`src/rtl/mem_stage.sv`:
```
// MEM pipeline stage: registers the EX bundle, runs loads/stores on a req/ready port, emits a WB bundle.
// Optional: MISALIGN_TRAP_EN turns misaligned half/word accesses into a trap pulse instead of truncation.
module mem_stage #(
    parameter int unsigned     XLEN          = 32,
    parameter logic [XLEN-1:0] RESET_PC_LINK = '0
) (
    input  logic            clk,
    input  logic            rst_n,
    input  logic            ex_valid,
    input  logic [6:0]      opcode,
    input  logic [2:0]      funct3,
    input  logic [XLEN-1:0] pc_from_ex,
    input  logic [XLEN-1:0] c,
    input  logic [XLEN-1:0] b,
    input  logic [4:0]      reg_wr_addr,
    input  logic            jump_or_branch,
    output logic            stall,
    output logic            redirect,
    output logic            mem_req,
    output logic            mem_we,
    output logic [XLEN-1:0] mem_addr,
    output logic [3:0]      mem_be,
    output logic [XLEN-1:0] mem_wdata,
    input  logic [XLEN-1:0] mem_rdata,
    input  logic            mem_ready,
    output logic            wb_valid,
    output logic            wb_we,
    output logic [4:0]      wb_rd,
    output logic [XLEN-1:0] wb_data,
    output logic            misaligned
);

    localparam logic [6:0] OP_LUI    = 7'b0110111;
    localparam logic [6:0] OP_AUIPC  = 7'b0010111;
    localparam logic [6:0] OP_JAL    = 7'b1101111;
    localparam logic [6:0] OP_JALR   = 7'b1100111;
    localparam logic [6:0] OP_OP     = 7'b0110011;
    localparam logic [6:0] OP_OPIMM  = 7'b0010011;
    localparam logic [6:0] OP_LOAD   = 7'b0000011;
    localparam logic [6:0] OP_STORE  = 7'b0100011;

    typedef enum logic {IDLE, ACCESS} state_t;

    state_t          state_q, state_d;

    logic            mem_req_d, mem_we_d, wb_valid_d, wb_we_d, redirect_d;
    logic [XLEN-1:0] mem_addr_d, mem_wdata_d, wb_data_d;
    logic [3:0]      mem_be_d;
    logic [4:0]      wb_rd_d;

    // Access attributes kept for the load-extension on completion
    logic [2:0]      f3_q, f3_d;
    logic [1:0]      off_q, off_d;
    logic [4:0]      rd_q, rd_d;

    logic [1:0]      off, size;
    logic            is_load, is_store, is_mem, is_link, writes_rd, misalign_c;
    logic [3:0]      be_c;
    logic [XLEN-1:0] wdata_c, load_c;
    logic [7:0]      byte_c;
    logic [15:0]     half_c;

    assign off       = c[1:0];
    assign size      = funct3[1:0];
    assign is_load   = (opcode == OP_LOAD);
    assign is_store  = (opcode == OP_STORE);
    assign is_mem    = is_load | is_store;
    assign is_link   = (opcode == OP_JAL) | (opcode == OP_JALR);
    assign writes_rd = (opcode == OP_LUI) | (opcode == OP_AUIPC) | is_link |
                       (opcode == OP_OP) | (opcode == OP_OPIMM);

    assign stall = (state_q == ACCESS) && !mem_ready;

`ifdef MISALIGN_TRAP_EN
    logic misaligned_d;
    assign misalign_c = ((size == 2'b01) && off[0]) || (size[1] && (off != 2'b00));
`else
    assign misalign_c = 1'b0;
    assign misaligned = 1'b0;
`endif

    // Byte enables and lane-replicated store data; sizes 10/11 behave as word
    always_comb begin
        be_c    = 4'b1111;
        wdata_c = b;
        case (size)
            2'b00: begin
                be_c    = 4'(4'b0001 << off);
                wdata_c = {4{b[7:0]}};
            end
            2'b01: begin
                be_c    = off[1] ? 4'b1100 : 4'b0011;
                wdata_c = {2{b[15:0]}};
            end
            default: ;
        endcase
    end

    // Load lane select and extension from the registered offset/funct3
    always_comb begin
        byte_c = mem_rdata[7:0];
        case (off_q)
            2'd1:    byte_c = mem_rdata[15:8];
            2'd2:    byte_c = mem_rdata[23:16];
            2'd3:    byte_c = mem_rdata[31:24];
            default: byte_c = mem_rdata[7:0];
        endcase
        half_c = off_q[1] ? mem_rdata[31:16] : mem_rdata[15:0];
        case (f3_q)
            3'b000:  load_c = {{(XLEN-8){byte_c[7]}}, byte_c};
            3'b100:  load_c = {{(XLEN-8){1'b0}}, byte_c};
            3'b001:  load_c = {{(XLEN-16){half_c[15]}}, half_c};
            3'b101:  load_c = {{(XLEN-16){1'b0}}, half_c};
            default: load_c = mem_rdata;
        endcase
    end

    always_ff @(posedge clk or negedge rst_n) begin
        if (!rst_n) begin
            state_q   <= IDLE;
            mem_req   <= 1'b0;
            mem_we    <= 1'b0;
            mem_addr  <= '0;
            mem_be    <= 4'b0000;
            mem_wdata <= '0;
            wb_valid  <= 1'b0;
            wb_we     <= 1'b0;
            wb_rd     <= 5'd0;
            wb_data   <= RESET_PC_LINK;
            redirect  <= 1'b0;
            f3_q      <= 3'd0;
            off_q     <= 2'd0;
            rd_q      <= 5'd0;
`ifdef MISALIGN_TRAP_EN
            misaligned <= 1'b0;
`endif
        end else begin
            state_q   <= state_d;
            mem_req   <= mem_req_d;
            mem_we    <= mem_we_d;
            mem_addr  <= mem_addr_d;
            mem_be    <= mem_be_d;
            mem_wdata <= mem_wdata_d;
            wb_valid  <= wb_valid_d;
            wb_we     <= wb_we_d;
            wb_rd     <= wb_rd_d;
            wb_data   <= wb_data_d;
            redirect  <= redirect_d;
            f3_q      <= f3_d;
            off_q     <= off_d;
            rd_q      <= rd_d;
`ifdef MISALIGN_TRAP_EN
            misaligned <= misaligned_d;
`endif
        end
    end

    always_comb begin
        state_d = state_q;
        case (state_q)
            IDLE:    if (ex_valid && is_mem && !misalign_c) state_d = ACCESS;
            ACCESS:  if (mem_ready) state_d = IDLE;
            default: state_d = IDLE;
        endcase
    end

    // Next values of the registered outputs; bus fields hold unless a request starts
    always_comb begin
        mem_req_d   = mem_req;
        mem_we_d    = mem_we;
        mem_addr_d  = mem_addr;
        mem_be_d    = mem_be;
        mem_wdata_d = mem_wdata;
        wb_valid_d  = 1'b0;
        wb_we_d     = 1'b0;
        wb_rd_d     = wb_rd;
        wb_data_d   = wb_data;
        redirect_d  = 1'b0;
        f3_d        = f3_q;
        off_d       = off_q;
        rd_d        = rd_q;
`ifdef MISALIGN_TRAP_EN
        misaligned_d = 1'b0;
`endif
        case (state_q)
            IDLE: begin
                if (ex_valid) begin
                    redirect_d = jump_or_branch;
                    if (is_mem && misalign_c) begin
                        wb_valid_d = 1'b1;
                        wb_rd_d    = reg_wr_addr;
`ifdef MISALIGN_TRAP_EN
                        misaligned_d = 1'b1;
`endif
                    end else if (is_mem) begin
                        mem_req_d   = 1'b1;
                        mem_we_d    = is_store;
                        mem_addr_d  = {c[XLEN-1:2], 2'b00};
                        mem_be_d    = be_c;
                        mem_wdata_d = wdata_c;
                        f3_d        = funct3;
                        off_d       = off;
                        rd_d        = reg_wr_addr;
                    end else begin
                        wb_valid_d = 1'b1;
                        wb_rd_d    = reg_wr_addr;
                        wb_we_d    = writes_rd && (reg_wr_addr != 5'd0);
                        wb_data_d  = is_link ? pc_from_ex + XLEN'(4) : c;
                    end
                end
            end
            ACCESS: begin
                if (mem_ready) begin
                    mem_req_d  = 1'b0;
                    wb_valid_d = 1'b1;
                    wb_rd_d    = rd_q;
                    wb_we_d    = !mem_we && (rd_q != 5'd0);
                    if (!mem_we) wb_data_d = load_c;
                end
            end
            default: ;
        endcase
    end

endmodule

```
`config.mk`:
```
export PLATFORM = sky130hd
export DESIGN_NAME = mem_stage
export DESIGN_NICKNAME = d
export VERILOG_FILES = /design/src/rtl/mem_stage.sv
export SDC_FILE = /design/constraint.sdc
export NUM_CORES = 1
export LEC_CHECK = 0
export CORE_MARGIN = 5
export CORE_UTILIZATION = 44
export CTS_CLUSTER_DIAMETER = 100
export DETAILED_ROUTE_END_ITERATION = 7
export PLACE_DENSITY = 0.81
export SLEW_MARGIN = 20
export SYNTH_ARGS = -nofsm -noshare
export SYNTH_HDL_FRONTEND = slang
export SYNTH_SLANG_ARGS = --single-unit
```
`constraint.sdc`:
```
create_clock -name clk -period 2.1 [get_ports clk]
set_input_delay 0.63 -clock clk [delete_from_list [all_inputs] [get_ports clk]]
set_output_delay 0.63 -clock clk [all_outputs]
set_load 0.005 [all_outputs]
```
==> run_results.csv <==
group,metric,value,unit
outcome,status,"complete, but fails checks",
outcome,violations,"setup timing",
worst_setup_path,end_kind,"flip-flop",
cells_and_area,final_nets,1165,
cells_and_area,area_growth_syn_to_layout,65.4,%
cts,cts_hold_buf,0,
placement,portBuffers,256,
route,totalWireLength,25.9,mm
cts,cts_buffers,17,
route,antenna_left,0,
worst_setup_path,critPathArrivalTime,2450,ps
worst_hold_path,hold_class,"in -> async",
route,viasPerCell,5.88,
worst_setup_path,crit_required,2360,ps
die,die-area,0.0176,mm2
sta,slew_viol_final,0,
placement,place_area,0.0101,mm2
synthesis,yosysWarnings,0,
cts,htree_num_levels,4,
cts,ctsRootBufferMaster,"clkbuf_16",
die,io_pins,260,
cts,cts.sinks,119,
worst_setup_path,crit_fanout,7,
placement,hpwl,19.6,mm
synthesis,ys_types,66,
cells_and_area,nFillCells,1021,
global_routing,antenna_found_initial,3,
cts,clk_pin_slew_worst_paths,60,ps
worst_setup_path,crit_type,"in -> reg",
die,fp.dieW,133,um
sta,hold_viol,0,
worst_setup_path,r2r_cells,7,
synthesis,avgSynthCellArea,9.91,um2
sta,setup_viol,1,
die,core_area,0.0146,mm2
pwr,power.total,0.00758,W
sta,min_period_over_period,1.04,
flow_run,drv_cap,0,
global_routing,grt_usage,0.288,
pwr,peakVddDrop,0.000665,V
cts,clockBufferDepth,2,
synthesis,synthArstFlopShare,1.00,
global_routing,grt_overflow,0,
placement,place_congestion,0.895,
sta,fmax,458,MHz
cells_and_area,drive_above_1_share,0.223,
synthesis,ys.flop_type,"dfrtp_1",
global_routing,grt_max_degree,61,
sta,hold_ws,215,ps
worst_setup_path,start_kind,"input port",
sta,period_minus_slack,2180,ps
die,dieHeight,133,um
synthesis,synth_area,0.00661,mm2
global_routing,grt_pass1_vias,7200,
cts,tritoncts,"built",
global_routing,grt_pass1_wl,39.9,mm
synthesis,synthCells,667,
sta,finClkSkew,8.83,ps
synthesis,synth_seq_area_share,0.451,
cells_and_area,fin_area,0.0109,mm2
pwr,cellPowerDensity,694,mW/mm2
synthesis,ys_ff_latch,119,
route,drt_iter0_drc,634,
pwr,p_leak,4.78,nW
route,vias,7133,
route,drc,0,
sta,fin_ws,-81.1,ps
synthesis,synth-edff-count,0,
cts,clock_latency,410,ps
die,rows,44,
route,dr.pass1.iters,5,
die,start_util,0.451,
route,routedWlPerCell,21.3,um
sta,rsz0062_at_grt,"yes",
[path summary, 6_finish.rpt]
check	startpoint	slack, ps	to
worst max-delay path	mem_rdata[7]	-80	wb_data[21]$_DFFE_PN0P_
worst min-delay path	rst_n	210	mem_addr[22]$_DFFE_PN0P_
worst max register to register	off_q[1]$_DFFE_PN0P_	60	wb_data[21]$_DFFE_PN0P_
worst min register to register	mem_wdata[10]$_DFFE_PN0P_	480	mem_wdata[10]$_DFFE_PN0P_
max in group asynchronous	rst_n	1570	wb_data[3]$_DFFE_PN0P_
min in group clk	mem_wdata[10]$_DFFE_PN0P_	480	mem_wdata[10]$_DFFE_PN0P_
[per-stage QoR]
stage                     worst slack [ps]  setup TNS [ps]  instances   util
after global routing                 -94.6            -141       1213  0.746
final                                -81.1           -81.1       1214  0.746
after CTS                             4.56               0       1207  0.736
after global placement                -623          -30230       1172  0.692
after floorplan                       3.41               0        669      -
after detailed placement              -626          -32560       1172  0.692
[synth_stat cells (all sizes together), types with 4 or more instances]
cell type	n	share of area
o22a	4	0.0053
a211oi	9	0.010
a22o	8	0.011
o22ai	6	0.0057
a221oi	4	0.0053
xnor2	8	0.011
nor3	12	0.0091
nor4	6	0.0057
clkbuf	36	0.020
a21oi	31	0.023
a31oi	6	0.0057
and2	9	0.0085
buf	13	0.011
o221ai	17	0.023
nand4	12	0.012
mux2	52	0.089
nand3	16	0.014
xor2	7	0.0093
and3	10	0.0098
a311o	4	0.0061
and4	6	0.0081
mux2i	40	0.061
o41ai	5	0.0078
o21ai	48	0.036
nand2	71	0.040
a221o	4	0.0061
inv	5	0.0028
dfrtp	119	0.45
nor2	41	0.024
o211ai	8	0.0091
nor2b	9	0.0085
[layer usage]
| layer | vias to the layer above | routed length (um) | GRT usage |
|---|---|---|---|
| met1 | 3407 | 9700 | 0.339 |
| met2 | 435 | 12400 | 0.480 |
| li1 | 3200 | - | - |
| met5 | - | 25 | 0 |
| met3 | 87 | 2750 | 0.0957 |
| met4 | 4 | 1000 | 0.125 |
[flip-flops by register name (all words and copies together), names as in the netlist]
| register | count |
|---|---|
| mem_wdata | 32 |
| wb_data | 32 |
| mem_addr | 30 |
| rd_q | 5 |
| wb_rd | 5 |
| mem_be | 4 |
| f3_q | 3 |
| off_q | 2 |
| mem_req | 1 |
| mem_we | 1 |
| redirect | 1 |
| state_q | 1 |
| wb_valid | 1 |
| wb_we | 1 |
[cell usage in the layout (no fill, tap or decap), types with 5 or more instances in the layout]
cell type / count
dfrtp_1: 119
clkdlybuf4s50_1: 235
mux2_2: 52
clkbuf_16: 17
nor2_1: 40
buf_6: 5
a31oi_1: 6
a22o_1: 8
mux2i_1: 40
a211oi_1: 8
nor2b_1: 8
and2_1: 9
o221ai_1: 17
o211ai_1: 8
buf_12: 8
xor2_1: 7
nand3_1: 12
inv_1: 5
nand4_1: 11
a21oi_1: 31
nand2_1: 70
o22ai_1: 6
xnor2_1: 8
buf_4: 108
and3_1: 8
and4_1: 5
nor3_1: 11
dlymetal6s2s_1: 8
o21ai_0: 47
dlygate4sd2_1: 12
[report_power, final]
part | total [W] | internal, W | switching (W) | leakage [nW]
Combinational | 0.00187 | 0.00111 | 0.000754 | 2.97
Sequential | 0.00276 | 0.00258 | 0.000174 | 1.52
Clock | 0.00296 | 0.00192 | 0.00104 | 0.279
[worst max-delay path, cell delays in order]
cell and delay, ps:
clkdlybuf4s50_1 430, buf_4 150, nor3_1 160, o21ai_0 100, a31o_2 320, buf_6 160
o21ai_0 300, o211ai_1 180
[cell families (layout without fill, tap and decap cells)]
logic type | Yosys count | in the layout | synth area share
xor gates and xnor gates | 15 | 15 | 0.0199
other | 1 | 5 | 0.000568
DFF | 119 | 119 | 0.451
adders and majority gates | 1 | 1 | 0.00189
buffers and inverters | 54 | 413 | 0.0339
muxes | 93 | 93 | 0.153
and+or+nand+nor | 206 | 206 | 0.156
AOI/OAI and AO/OA | 178 | 178 | 0.185
[timing repair]
item / CTS / global route
pin swaps: 8 / 10
cloned: 1 / 0
resized for setup: 17 / 29
setup endpoints to repair: 17 / 30
setup buffers: 3 / 5
[layout make-up]
class | count | area [um2] | share of cell area
Tap cell | 184 | 230 | 0.0211
Antenna cell | 2 | 5.00 | 0.000458
Clock inverter | 8 | 123 | 0.0112
Inverter | 5 | 18.8 | 0.00172
Timing Repair Buffer | 377 | 3600 | 0.329
Clock buffer | 23 | 468 | 0.0428
Sequential cell | 119 | 2980 | 0.272
Multi-Input combinational cell | 496 | 3510 | 0.321
Note: power is estimated with default switching activity, not from simulation.
